### config.mk
export PLATFORM = sky130hd
export DESIGN_NAME = bus_arb4
export DESIGN_NICKNAME = d
export VERILOG_FILES = /design/src/rtl/bus_arb_pkg.sv /design/src/rtl/Mux4_to_1_32bit.sv /design/src/rtl/bus_arb4.sv
export SDC_FILE = /design/constraint.sdc
export NUM_CORES = 1
export LEC_CHECK = 0
export CAP_MARGIN = 10
export CORE_MARGIN = 8
export CORE_UTILIZATION = 49
export DETAILED_ROUTE_END_ITERATION = 10
export DONT_BUFFER_PORTS = 1
export GPL_TIMING_DRIVEN = 0
export PLACE_DENSITY_LB_ADDON = 0.25
export SLEW_MARGIN = 25
export SYNTH_ARGS = -nofsm -noshare
export SYNTH_HDL_FRONTEND = slang
export SYNTH_SLANG_ARGS = --single-unit
### constraint.sdc
create_clock -name clk -period 2.7 [get_ports clk]
set_clock_uncertainty 0.15 [all_clocks]
set_input_delay 0.405 -clock clk [delete_from_list [all_inputs] [get_ports clk]]
set_output_delay 0.405 -clock clk [all_outputs]
set_load 0.01 [all_outputs]
### src/rtl/bus_arb_pkg.sv
// Shared definitions for the 4-requester packet bus arbiter.
//   NUM_REQ / DATA_W : requester count and data width
//   state_t          : arbiter FSM states
//   rr_pick()        : round-robin winner, searching from last+1 and wrapping
package bus_arb_pkg;

  localparam int unsigned NUM_REQ = 4;
  localparam int unsigned DATA_W  = 8;

  typedef enum logic {
    IDLE = 1'b0,
    BUSY = 1'b1
  } state_t;

  // Returns the first valid requester after 'last', wrapping 3->0.
  // 'last' itself is checked at the end of the search. If nothing is
  // valid, 'last' is returned unchanged.
  function automatic logic [1:0] rr_pick(input logic [1:0]         last,
                                         input logic [NUM_REQ-1:0] valid);
    logic [1:0] pick;
    logic [1:0] idx;
    logic       found;
    pick  = last;
    found = 1'b0;
    for (int unsigned i = 1; i <= NUM_REQ; i++) begin
      idx = last + 2'(i);
      if (!found && valid[idx]) begin
        pick  = idx;
        found = 1'b1;
      end
    end
    return pick;
  endfunction

endpackage

### src/rtl/Mux4_to_1_32bit.sv
// 4-to-1 data multiplexer (legacy name; width set by WIDTH, 8 bits here).
//   in0..in3 : data inputs
//   sel      : input select
//   out      : selected input
module Mux4_to_1_32bit
  import bus_arb_pkg::*;
#(
  parameter int unsigned WIDTH = DATA_W
) (
  input  logic [WIDTH-1:0] in0,
  input  logic [WIDTH-1:0] in1,
  input  logic [WIDTH-1:0] in2,
  input  logic [WIDTH-1:0] in3,
  input  logic [1:0]       sel,
  output logic [WIDTH-1:0] out
);

  always_comb begin
    out = in0;
    case (sel)
      2'd0: out = in0;
      2'd1: out = in1;
      2'd2: out = in2;
      2'd3: out = in3;
    endcase
  end

endmodule

### src/rtl/bus_arb4.sv
// Round-robin arbiter granting one of four packet sources to a shared bus.
// A grant lasts until the packet's last beat or until MAX_BEATS beats have
// transferred, whichever comes first; a cut packet resumes on a later grant.
//   clk, rst            : clock (rising edge), async active-high reset
//   req_valid/req_last  : per-requester beat valid / final beat
//   req_data0..3        : per-requester data
//   req_ready           : per-requester beat accepted (granted source only)
//   out_valid/data/last : shared-bus beat, zero while idle
//   out_src             : granted requester (last grant while idle)
//   out_ready           : downstream accepts the beat
module bus_arb4
  import bus_arb_pkg::*;
#(
  parameter int unsigned MAX_BEATS = 8
) (
  input  logic               clk,
  input  logic               rst,
  input  logic [NUM_REQ-1:0] req_valid,
  input  logic [NUM_REQ-1:0] req_last,
  input  logic [DATA_W-1:0]  req_data0,
  input  logic [DATA_W-1:0]  req_data1,
  input  logic [DATA_W-1:0]  req_data2,
  input  logic [DATA_W-1:0]  req_data3,
  output logic [NUM_REQ-1:0] req_ready,
  output logic               out_valid,
  output logic [DATA_W-1:0]  out_data,
  output logic               out_last,
  output logic [1:0]         out_src,
  input  logic               out_ready
);

  localparam logic [7:0] BEAT_LIMIT = 8'(MAX_BEATS);

  state_t            state;
  logic [1:0]        grant;     // current grant while BUSY, last grant while IDLE
  logic [7:0]        beat_cnt;
  logic [DATA_W-1:0] mux_data;
  logic              busy;
  logic              xfer;
  logic              release_now;

  Mux4_to_1_32bit #(
    .WIDTH(DATA_W)
  ) u_mux (
    .in0(req_data0),
    .in1(req_data1),
    .in2(req_data2),
    .in3(req_data3),
    .sel(grant),
    .out(mux_data)
  );

  always_comb begin
    busy      = (state == BUSY);
    out_valid = busy && req_valid[grant];
    out_last  = busy && req_last[grant];
    out_data  = busy ? mux_data : '0;
    out_src   = grant;
    req_ready = '0;
    if (busy && out_ready) begin
      req_ready[grant] = 1'b1;
    end
    xfer = out_valid && out_ready;
    // Last beat and beat limit share one release condition, so a packet
    // ending exactly on the limit releases once.
    release_now = xfer && (out_last || (beat_cnt + 8'd1 == BEAT_LIMIT));
  end

  always_ff @(posedge clk or posedge rst) begin
    if (rst) begin
      state    <= IDLE;
      grant    <= 2'd3;
      beat_cnt <= '0;
    end else begin
      case (state)
        IDLE: begin
          if (|req_valid) begin
            grant    <= rr_pick(grant, req_valid);
            state    <= BUSY;
            beat_cnt <= '0;
          end
        end
        BUSY: begin
          if (release_now) begin
            state    <= IDLE;
            beat_cnt <= '0;
          end else if (xfer) begin
            beat_cnt <= beat_cnt + 8'd1;
          end
        end
        default: state <= IDLE;
      endcase
    end
  end

endmodule

After elaboration in Yosys (flattened, before gate mapping):

Index checks and enable logic that the tools add are counted.

* flip-flop bits (word level): 11
* output and inout port bits: 16
* word-level logic and storage cells: 72

* add/subtract/negate cells: 4
* order comparisons: 5
* eq/ne operators: 6
* mux-type cells: 34
* bitwise gates (word level): 2
* reductions and logical operators: 18

Operators with widths (number)
* 8-bit 2-to-1 mux: 4
* 8-bit one-hot mux with 4 select lines: 1
* 1-bit 2-to-1 mux: 17
* 8-bit one-hot mux with 2 select lines: 1
* 2-bit by 3-bit less-than comparator with 1-bit output, second input constant: 4
* 1-bit binary-select mux with 2-bit select: 5
* 1-bit logical AND: 9
* 8-bit by 1-bit adder with 8-bit output, second input constant: 1
* 8-bit by 4-bit == test with 1-bit output, second input constant: 1
* 2-bit 2-to-1 mux: 3
* 2-bit adder, second input constant: 2
* 2-bit == test, second input constant: 2
* 4-bit 2-to-1 mux: 1
* 4-bit AND reduction: 1
* 4-bit OR reduction: 1
* 1-bit zero test: 3
* 3-bit by 1-bit != test with 1-bit output, second input constant: 1
* 3-bit nonzero test: 1
* 2-bit by 1-bit adder with 2-bit output, second input constant: 1
* 1-bit demux with 2-bit select: 1
* 2-bit by 1-bit == test with 1-bit output, second input constant: 1
* 2-bit by 1-bit greater-or-equal comparator with 1-bit output, second input constant: 1
* 2-bit zero test: 1
* 2-bit != test, second input constant: 1
* other kinds (4): 5

Longest topological paths before layout:

Gate-level depths: netlist (run 1).

* depth in word-level cells: 20
* mapped depth: 8
* mapped depth without buffers: 7

By module:

Synthesis (run 1) repeated with hierarchy kept, for this count alone.

* cells, all modules: 111
* area total of the unflattened synthesis: 1143.6 µm²

Modules (own cells, without submodules)
* bus_arb4: instances 1, cells an instance 101, area each 947.2 µm²
* Mux4_to_1_32bit: instances 1, cells an instance 10, area each 196.4 µm²

Worst setup path before layout (run 1):

No wires, ideal clock.

* kind: register to output
* start: register grant[0], in the netlist out_src[0]
* end: output out_data[0]
* arrival time: 1737 ps
* required time: 2145 ps
* path slack: 408 ps
* cell stages (with the launch flop): 8
* cells stage by stage: dfstp_2 > buf_2 > inv_1 > ha_1 > clkbuf_1 > a222oi_1 > o21ai_0 > and2_1

* word-level cells in the longest chain between the ends: 3

RTL lines
* start: declaration: RTL line bus_arb4.sv:35 `logic [1:0] grant;`
* start signal: assignment: RTL line bus_arb4.sv:78 `grant <= rr_pick(grant, req_valid);`
* 2-bit == test (tied with other cells): RTL line Mux4_to_1_32bit.sv:20 `case (sel)`
* 8-bit one-hot mux with 4 select lines (*): RTL line Mux4_to_1_32bit.sv:20
* 8-bit 2-to-1 mux (*): RTL line bus_arb4.sv:57 `out_data = busy ? mux_data : '0;`
* end: declaration: RTL line bus_arb4.sv:26 `output logic [DATA_W-1:0] out_data,`

Mark *: on every way between the ends. The rest lies on a longest branch, timed or not.

Final worst setup path (run 1):

* start: register grant[0], in the netlist out_src[0]
* end: output out_data[1]

The elaborated chain is that of the path after synthesis.

==> summary.md, run 1 <==
| Metric | Value |
|---|---|
| Status | `completed` |
| Worst Setup SP | `out_src[0]` |
| Dpl ws | `0.157 ns` |
| CTS tree | `yes` |
| Reg2reg start | `out_src[0]` |
| Fin Setup TNS | `0 ns` |
| Worst endpoint data arrival time | `about 2.0 ns` |
| Fin crit period | `between 2 and 3 ns` |
| Clock power frac | `0.093` |
| Worst hold start | `out_ready` |
| Crit path max fanout | `9` |
| Hold slack | `0.299 ns` |
| Most common cell after layout, fill and taps aside | `nand2_1` |
| PwrDens | `972 mW/mm²` |
| FF+latch area | `around 280 µm²` |
| Clock Sink Count | `11` |
| Hold Crit Class | `in -> reg` |
| Worst rel slew slack | `0.693` |
| Detailed-route via count | `1,062` |
| EDFF count, synth | `0` |
| Die height | `between 60 and 70 µm` |
| Final nets | `about 190` |
| Critical Path Start Type | `register` |
| Most frequent cells in the layout | `14 x nand2_1, 10 x and2_1, 9 x o21ai_0, 9 x dfrtp_1, 8 x a222oi_1` |
| Drt pass-1 iters | `4` |
| Root buffer cell | `clkbuf_4` |
| Synth-to-layout area growth | `6.79%` |
| Area share of the largest cell type after synthesis | `0.191` |
| Placed cells | `between 150 and 200` |
| Top_reg_cell synth | `dfrtp_1` |
| Placed inst area | `between 0.001 and 0.0015 mm²` |
| MaxCap Viol Count | `0` |
| Syn_nets | `roughly 180` |
| Total power | `between 1 and 1.5 mW` |
| Total GRT Usage | `0.139` |
| Num CTS Buffers | `3` |
| Net load switching power | `0.586 mW` |
| Mapped cell area | `between 0.001 and 0.0015 mm²` |
| Yosys warning total | `0` |
| Die Area | `approximately 0.0042 mm²` |
| Final Hold Vio Count | `0` |
| Switching share of total power | `0.479` |
| Worst setup path class | `reg -> out` |
| Worst Slack Setup Final | `around 0.17 ns` |
| Die Span X | `65.0 µm` |
| CTS H-tree depth | `1` |
| Synth area leader | `dfrtp_1` |
| Detailed-route DRC error count | `0` |
| Layout cell share with drive strength beyond 1 | `0.170` |
| Leakage | `about 0.54 nW` |
| Global-route wire length before repair | `between 4000 and 5000 µm` |
| Async SR Flop Fraction | `1.00` |
| Grt ovf | `0` |
| Clock Tree Buf Depth | `2` |
| Tcrit/Tclk final | `0.936` |
| Routed Antenna Nets | `0` |
| Antenna cells | `0` |
| Finished Cell Area | `0.00126 mm²` |
| Worst Path Required | `2.14 ns` |
| DR iter-0 viols | `103` |
| RSZ-0062 raised after global routing | `no` |
| Combinational fraction of design power | `0.689` |
| Highest clock rate | `396 MHz` |
| Clock latency on the worst-skew pair | `around 0.27 ns` |
| Final slew viol count | `0` |
| Multi-input combinational cell area | `between 800 and 900 µm²` |
| Sequential share of the synthesized area | `0.236` |
| Non-Filler Instances | `roughly 160` |
| Post-Syn Area per Cell | `approximately 9 µm²` |
| Fin util | `0.558` |
| Row count | `17` |
| Post-synth cell types | `36` |
| Avg WL per Cell | `approximately 19 µm` |
| Placeable Area | `approximately 0.0023 mm²` |
| Via density | `around 6.5` |
| Vias in the first global route | `between 1,000 and 1,500` |
| Post-Syn Instances | `about 130` |
| CP endpoint kind | `output pin` |
| Total Wirelength | `~3000 µm` |
| Port Buffers | `0` |
| Least-Margin Pin Slew | `about 0.46 ns` |
| Fillers | `around 240` |
| Hpwl dp | `2460 µm` |
| Clk slew on worst S/H paths | `0.07 ns` |
| # setup viols final | `0` |
| Flop pwr share | `0.218` |
| Initial Utilization | `0.523` |
| Max VDD drop | `between 0.7 and 0.8 mV` |
| Synth top area cells | `dfrtp_1 19%, mux4_2 7.6%, a222oi_1 6.8%, ha_1 6.4%, and2_1 5.3%` |
| Initial antenna violation count | `0` |
| Pint | `roughly 0.64 mW` |
| GPL Wtd Cong | `about 0.80` |
| Register bit total from synthesis | `11` |
| Ports | `slightly below 60` |
| Largest net degree at the start of global routing | `18` |
[layer usage]
layer	wire length, µm	track usage	up-vias
li1	-	-	502
met1	1150	0.150	522
met2	1660	0.257	34
met3	201	0.0447	4
met4	12	0.0327	0
met5	0	0	-
[synthesized netlist by cell type, types with 2 or more instances]
master and instances:
ha_1 6, a21oi_1 4, xnor2_1 3, nand2_1 14
and2_1 10, nand3_1 6, o21ai_0 9, dfrtp_1 9
clkbuf_1 7, a31oi_1 3, nor2_1 4, nand3b_1 2
mux2i_1 3, nor3_1 2, a222oi_1 8, a22o_1 5
mux4_2 4, buf_2 2, and3_1 4, mux2_2 4
inv_1 5, dfstp_2 2, xor2_1 4
[worst max-delay path, cell delays in order, from the launching register on]
cell and delay [ns]:
dfstp_2 0.60, buf_6 0.17, inv_1 0.09, ha_2 0.25, a222oi_1 0.26, o21ai_0 0.12, and2_1 0.21
[worst paths after layout]
| path | endpoint | slack [ns] | depth (start not counted) |
|---|---|---|---|
| setup / recovery | out_data[1] | 0.17 | 6 |
| hold / removal | busy | 0.30 | 2 |
| setup reg to reg | beat_cnt[0] | 0.44 | 6 |
| hold reg to reg | beat_cnt[1] | 0.44 | 1 |
| max in group asynchronous | out_src[1] | 1.65 | 2 |
| min in group asynchronous | beat_cnt[4] | 0.41 | 2 |
[cell type report]
class | instances | area share
Timing Repair Buffer | 2 | 0.0179
Inverter | 5 | 0.0149
Tap cell | 28 | 0.0278
Multi-Input combinational cell | 108 | 0.676
Sequential cell | 11 | 0.221
Clock buffer | 4 | 0.0209
Buffer | 5 | 0.0219
[timing repair]
action                                  in CTS  in global routing
gates resized for setup                      1                  3
pin swaps                                    0                  1
endpoints found under the setup margin       9                  8
endpoints found under the hold margin        9                  0
setup buffers                                0                  1
hold buffers                                 1                  0
[flip-flops by register name (all words and copies together), names as in the netlist]
register  cells
beat_cnt      8
out_src       2
busy          1
[power by group through the flow]
stage	logic [mW]	registers [mW]	clock network (mW)
after floorplan	0.683	0.258	0
after global placement	0.788	0.270	0
after detailed placement	0.819	0.274	0
after CTS	0.819	0.271	0.119
after global routing	0.918	0.276	0.129
final	0.843	0.266	0.114
[logic make-up after synthesis]
group | synth area share
and+or+nand+nor | 0.251
AOI/OAI and AO/OA | 0.211
buffers and inverters | 0.0467
muxes | 0.140
DFF | 0.236
xor gates and xnor gates | 0.0520
adders and majority gates | 0.0637
(Power assumes the default switching activity.)
==> run 2: changes to the inputs <==
GPL_TIMING_DRIVEN = 1   (was 0)
==> summary.md, run 2 (same netlist as run 1, synthesis figures left out) <==
| Metric | Value |
|---|---|
| Most frequent cells in the layout | `14 x nand2_1, 10 x and2_1, 9 x o21ai_0, 9 x dfrtp_1, 8 x a222oi_1` |
| Total GRT Usage | `0.143` |
| Antenna cells | `0` |
| Largest register FFs | `8` |
| Critical Path Start Type | `register` |
| Global-route wire length before repair | `roughly 4900 µm` |
| Num CTS Buffers | `3` |
| Top reg by flops | `beat_cnt` |
| Die Span X | `around 65 µm` |
| Max VDD drop | `around 0.69 mV` |
| Worst Path Required | `between 2 and 2.5 ns` |
| Final Hold Vio Count | `0` |
| Hold Crit Class | `in -> reg` |
| Worst Slack Setup Final | `0.109 ns` |
| Slowest stage delay, CP | `0.65 ns` |
| DR iter-0 viols | `130` |
| Total Wirelength | `between 3000 and 4000 µm` |
| CP top delay family | `flip-flops` |
| Combinational fraction of design power | `0.643` |
| Hpwl dp | `around 2500 µm` |
| CTS tree | `yes` |
| Final nets | `between 150 and 200` |
| Total power | `roughly 1.2 mW` |
| Placeable Area | `~0.0023 mm²` |
| Ports | `59` |
| CP endpoint kind | `output pin` |
| Status | `completed` |
| Worst rel slew slack | `0.678` |
| Detailed-route via count | `approximately 1,100` |
| Net load switching power | `0.588 mW` |
| Clock power frac | `0.096` |
| Grt ovf | `0` |
| Flop pwr share | `0.261` |
| CP max-delay cell | `dfstp_2` |
| Most common cell after layout, fill and taps aside | `nand2_1` |
| Non-Filler Instances | `around 160` |
| Die height | `roughly 65 µm` |
| Worst endpoint data arrival time | `between 2 and 2.5 ns` |
| Tcrit/Tclk final | `0.960` |
| Switching share of total power | `0.486` |
| Clock Sink Count | `11` |
| Cell Chain, Critical Path | `inv_1, ha_1, a222oi_1, o21ai_0, and2_1` |
| Highest clock rate | `386 MHz` |
| Placed cells | `152` |
| MaxCap Viol Count | `0` |
| Layout cell share with drive strength beyond 1 | `0.154` |
| Crit path buf inv count | `1` |
| Leakage | `0.526 nW` |
| Final slew viol count | `0` |
| Fin Setup TNS | `0 ns` |
| Largest net degree at the start of global routing | `21` |
| Fin crit period | `around 2.6 ns` |
| RSZ-0062 raised after global routing | `no` |
| Clk slew on worst S/H paths | `roughly 0.070 ns` |
| Clock latency on the worst-skew pair | `between 0.2 and 0.3 ns` |
| # setup viols final | `0` |
| Clock Tree Buf Depth | `2` |
| GPL Wtd Cong | `around 0.77` |
| PwrDens | `983 mW/mm²` |
| Avg WL per Cell | `approximately 20 µm` |
| Dpl ws | `0.344 ns` |
| Crit path max fanout | `9` |
| Die Area | `0.00423 mm²` |
| Drt pass-1 iters | `6` |
| Via density | `approximately 6.7` |
| Worst R2R Setup Slack | `between 0.4 and 0.5 ns` |
| Pint | `between 0.6 and 0.7 mW` |
| Finished Cell Area | `0.00123 mm²` |
| Row count | `17` |
| Routed Antenna Nets | `0` |
| Root buffer cell | `clkbuf_4` |
| Initial antenna violation count | `0` |
| Placed inst area | `approximately 0.0012 mm²` |
| Vias in the first global route | `slightly above 1,000` |
| CTS H-tree depth | `1` |
| Port Buffers | `0` |
| Fin util | `0.547` |
| Initial Utilization | `0.523` |
| Worst setup path class | `reg -> out` |
| Synth-to-layout area growth | `4.56%` |
| Hold slack | `approximately 0.29 ns` |
| Least-Margin Pin Slew | `a little under 0.5 ns` |
| Detailed-route DRC error count | `0` |
==> run 2: changes by cell type in the layout (fill, tap and decap cells not counted), sizes merged <==
cell | previous run | this run
clkbuf | 7 | 4
buf | 2 | 0
==> run 2: worst register-to-register path: cells and delay by family (launching register included) <==
family	cells	cell delay, ns
compound gates	1	0.14
flops	1	0.72
mux	2	0.84
simple gates	2	0.27
==> run 2: layout make-up <==
type | instances | area (µm²)
Multi-Input combinational cell | 108 | 848
Sequential cell | 11 | 282
Fill cell | 230 | 1020
Timing Repair Buffer | 2 | 22.5
Clock buffer | 4 | 26.3
Inverter | 5 | 18.8
Tap cell | 28 | 35.0
==> run 2: metal layers <==
layer	GRT usage	share of wire	vias to the layer above
li1	-	-	497
met1	0.147	0.37	516
met2	0.277	0.56	40
met3	0.0430	0.063	2
met4	0.0245	0.0032	0
met5	0	0	-
==> run 2: path summary, 6_finish.rpt <==
| kind | start | endpoint | cells past startpoint |
|---|---|---|---|
| worst min-delay path | out_ready | busy | 2 |
| max in group asynchronous | rst | out_src[1] | 2 |
| worst max register to register | out_src[0] | beat_cnt[0] | 5 |
| worst max-delay path | out_src[1] | out_data[3] | 5 |
| min in group asynchronous | rst | beat_cnt[5] | 2 |
| worst min register to register | beat_cnt[1] | beat_cnt[1] | 1 |
==> run 2: power by group through the flow <==
stage / clock network (mW) / logic (mW) / registers, mW
3_5_place_dp: 0 / 0.755 / 0.319
5_1_grt: 0.130 / 0.853 / 0.330
4_1_cts: 0.121 / 0.757 / 0.316
2_1_floorplan: 0 / 0.683 / 0.258
6_report: 0.117 / 0.779 / 0.316
3_3_place_gp: 0 / 0.729 / 0.313
==> run 2: timing repair <==
item | in CTS | in global routing
hold buffers | 1 | 0
setup buffers | 0 | 1
setup endpoints to repair | 0 | 8
hold endpoints to repair | 9 | 0
resized for setup | 0 | 2
==> run 3: changes to the inputs <==
CTS_BUF_LIST = sky130_fd_sc_hd__clkbuf_4 sky130_fd_sc_hd__clkbuf_8 sky130_fd_sc_hd__clkbuf_16   (was unset)
==> summary.md, run 3 (same netlist as run 1, synthesis figures left out) <==
| Metric | Value |
|---|---|
| Initial antenna violation count | `0` |
| Total GRT Usage | `0.143` |
| Status | `completed` |
| Hold Crit Class | `in -> reg` |
| Clock latency on the worst-skew pair | `around 0.27 ns` |
| Fin crit period | `between 2 and 3 ns` |
| Clock Sink Count | `11` |
| Least-Margin Pin Slew | `around 0.48 ns` |
| Critical Path Start Type | `register` |
| Via density | `approximately 6.6` |
| # setup viols final | `0` |
| Top reg by flops | `beat_cnt` |
| Ports | `59` |
| Final Hold Vio Count | `0` |
| Detailed-route DRC error count | `0` |
| Fin util | `0.548` |
| Largest net degree at the start of global routing | `21` |
| Hold path depth | `2` |
| Grt ovf | `0` |
| Root buffer cell | `clkbuf_4` |
| Hpwl dp | `2480 µm` |
| CTS H-tree depth | `1` |
| Global-route wire length before repair | `approximately 4900 µm` |
| Port Buffers | `0` |
| CP endpoint kind | `output pin` |
| Reg2reg start | `out_src[0]` |
| Vias in the first global route | `slightly above 1,000` |
| Tcrit/Tclk final | `0.956` |
| Worst endpoint data arrival time | `2.03 ns` |
| Clock Tree Buf Depth | `2` |
| Leakage | `roughly 0.53 nW` |
| Worst rel slew slack | `0.682` |
| Num CTS Buffers | `3` |
| Initial Utilization | `0.523` |
| Finished Cell Area | `~0.0012 mm²` |
| DR iter-0 viols | `between 100 and 150` |
| Die Area | `approximately 0.0042 mm²` |
| Reg2Reg Depth | `5` |
| Routed Antenna Nets | `0` |
| Crit path max fanout | `9` |
| Worst R2R Setup Slack | `~0.47 ns` |
| Hold endpoint | `busy` |
| Placed inst area | `between 0.001 and 0.0015 mm²` |
| Final slew viol count | `0` |
| PwrDens | `roughly 1000 mW/mm²` |
| Die height | `about 65 µm` |
| Worst r2r dst | `beat_cnt[0]` |
| GPL Wtd Cong | `between 0.7 and 0.8` |
| Detailed-route via count | `~1,000` |
| Worst setup path class | `reg -> out` |
| Final nets | `between 150 and 200` |
| Most common cell after layout, fill and taps aside | `nand2_1` |
| Antenna cells | `0` |
| Total Wirelength | `3110 µm` |
| Most frequent cells in the layout | `14 x nand2_1, 10 x and2_1, 9 x o21ai_0, 9 x dfrtp_1, 8 x a222oi_1` |
| MaxCap Viol Count | `0` |
| Clk slew on worst S/H paths | `approximately 0.08 ns` |
| CTS tree | `yes` |
| Avg WL per Cell | `between 15 and 20 µm` |
| Max VDD drop | `0.687 mV` |
| Largest register FFs | `8` |
| Fin Setup TNS | `0 ns` |
| Placeable Area | `between 0.002 and 0.0025 mm²` |
| Drt pass-1 iters | `6` |
| Worst Path Required | `between 2 and 2.5 ns` |
| Synth-to-layout area growth | `4.88%` |
| Row count | `17` |
| Layout cell share with drive strength beyond 1 | `0.162` |
| Highest clock rate | `387 MHz` |
| Die Span X | `between 60 and 70 µm` |
| Worst hold start | `out_ready` |
[run 3: worst max-delay path by stage]
| stage | start | end | slack (ns) |
|---|---|---|---|
| 6_report | out_src[1] | out_data[3] | 0.12 |
| 5_1_grt | out_src[1] | out_data[3] | -0.0008 |
| 4_1_cts | out_src[0] | out_data[3] | 0.03 |
| 3_5_place_dp | out_src[0] | out_data[3] | 0.34 |
| 3_3_place_gp | out_src[0] | out_data[2] | 0.45 |
| 2_1_floorplan | out_src[0] | out_data[0] | 0.41 |
[run 3: cell type report]
type                            count  area (µm²)
Inverter                            5        18.8
Fill cell                         229        1020
Clock buffer                        4        30.0
Timing Repair Buffer                2        22.5
Sequential cell                    11         282
Tap cell                           28        35.0
Multi-Input combinational cell    108         848
[run 3: metal layers]
layer  GRT usage  share of wire  up-vias
li1            -              -      498
met1       0.149           0.38      513
met2       0.276           0.55       36
met3      0.0430          0.058        2
met4      0.0245         0.0032        0
met5           0              0        -
[run 3: critical path: stages, from the launching register on]
cell      delay (ns)
dfstp_2         0.64
inv_1           0.09
ha_1            0.30
a222oi_1        0.39
o21ai_0         0.11
and2_1          0.21
[run 3: power by group]
group	internal, mW	total, mW	switching [mW]
sequential	0.217	0.314	0.0973
clock	0.0673	0.129	0.0613
combinational	0.348	0.777	0.429
total	0.633	1.22	0.587
[run 3: stage by stage]
step	worst slack (ns)	hold slack, ns	power, mW	instances
global placement	0.447	0.173	1.04	152
detailed placement	0.344	0.182	1.07	152
floorplan	0.408	0.106	0.942	133
CTS	0.0294	0.285	1.20	157
finish	0.119	0.289	1.22	158
global route	-0.000767	0.310	1.33	158
[run 3: what timing repair did]
item / in CTS / in global routing
hold buffers: 1 / 0
endpoints found under the setup margin: 0 / 8
gates resized for setup: 0 / 2
buffers inserted: 0 / 1
hold endpoints to repair: 9 / 0
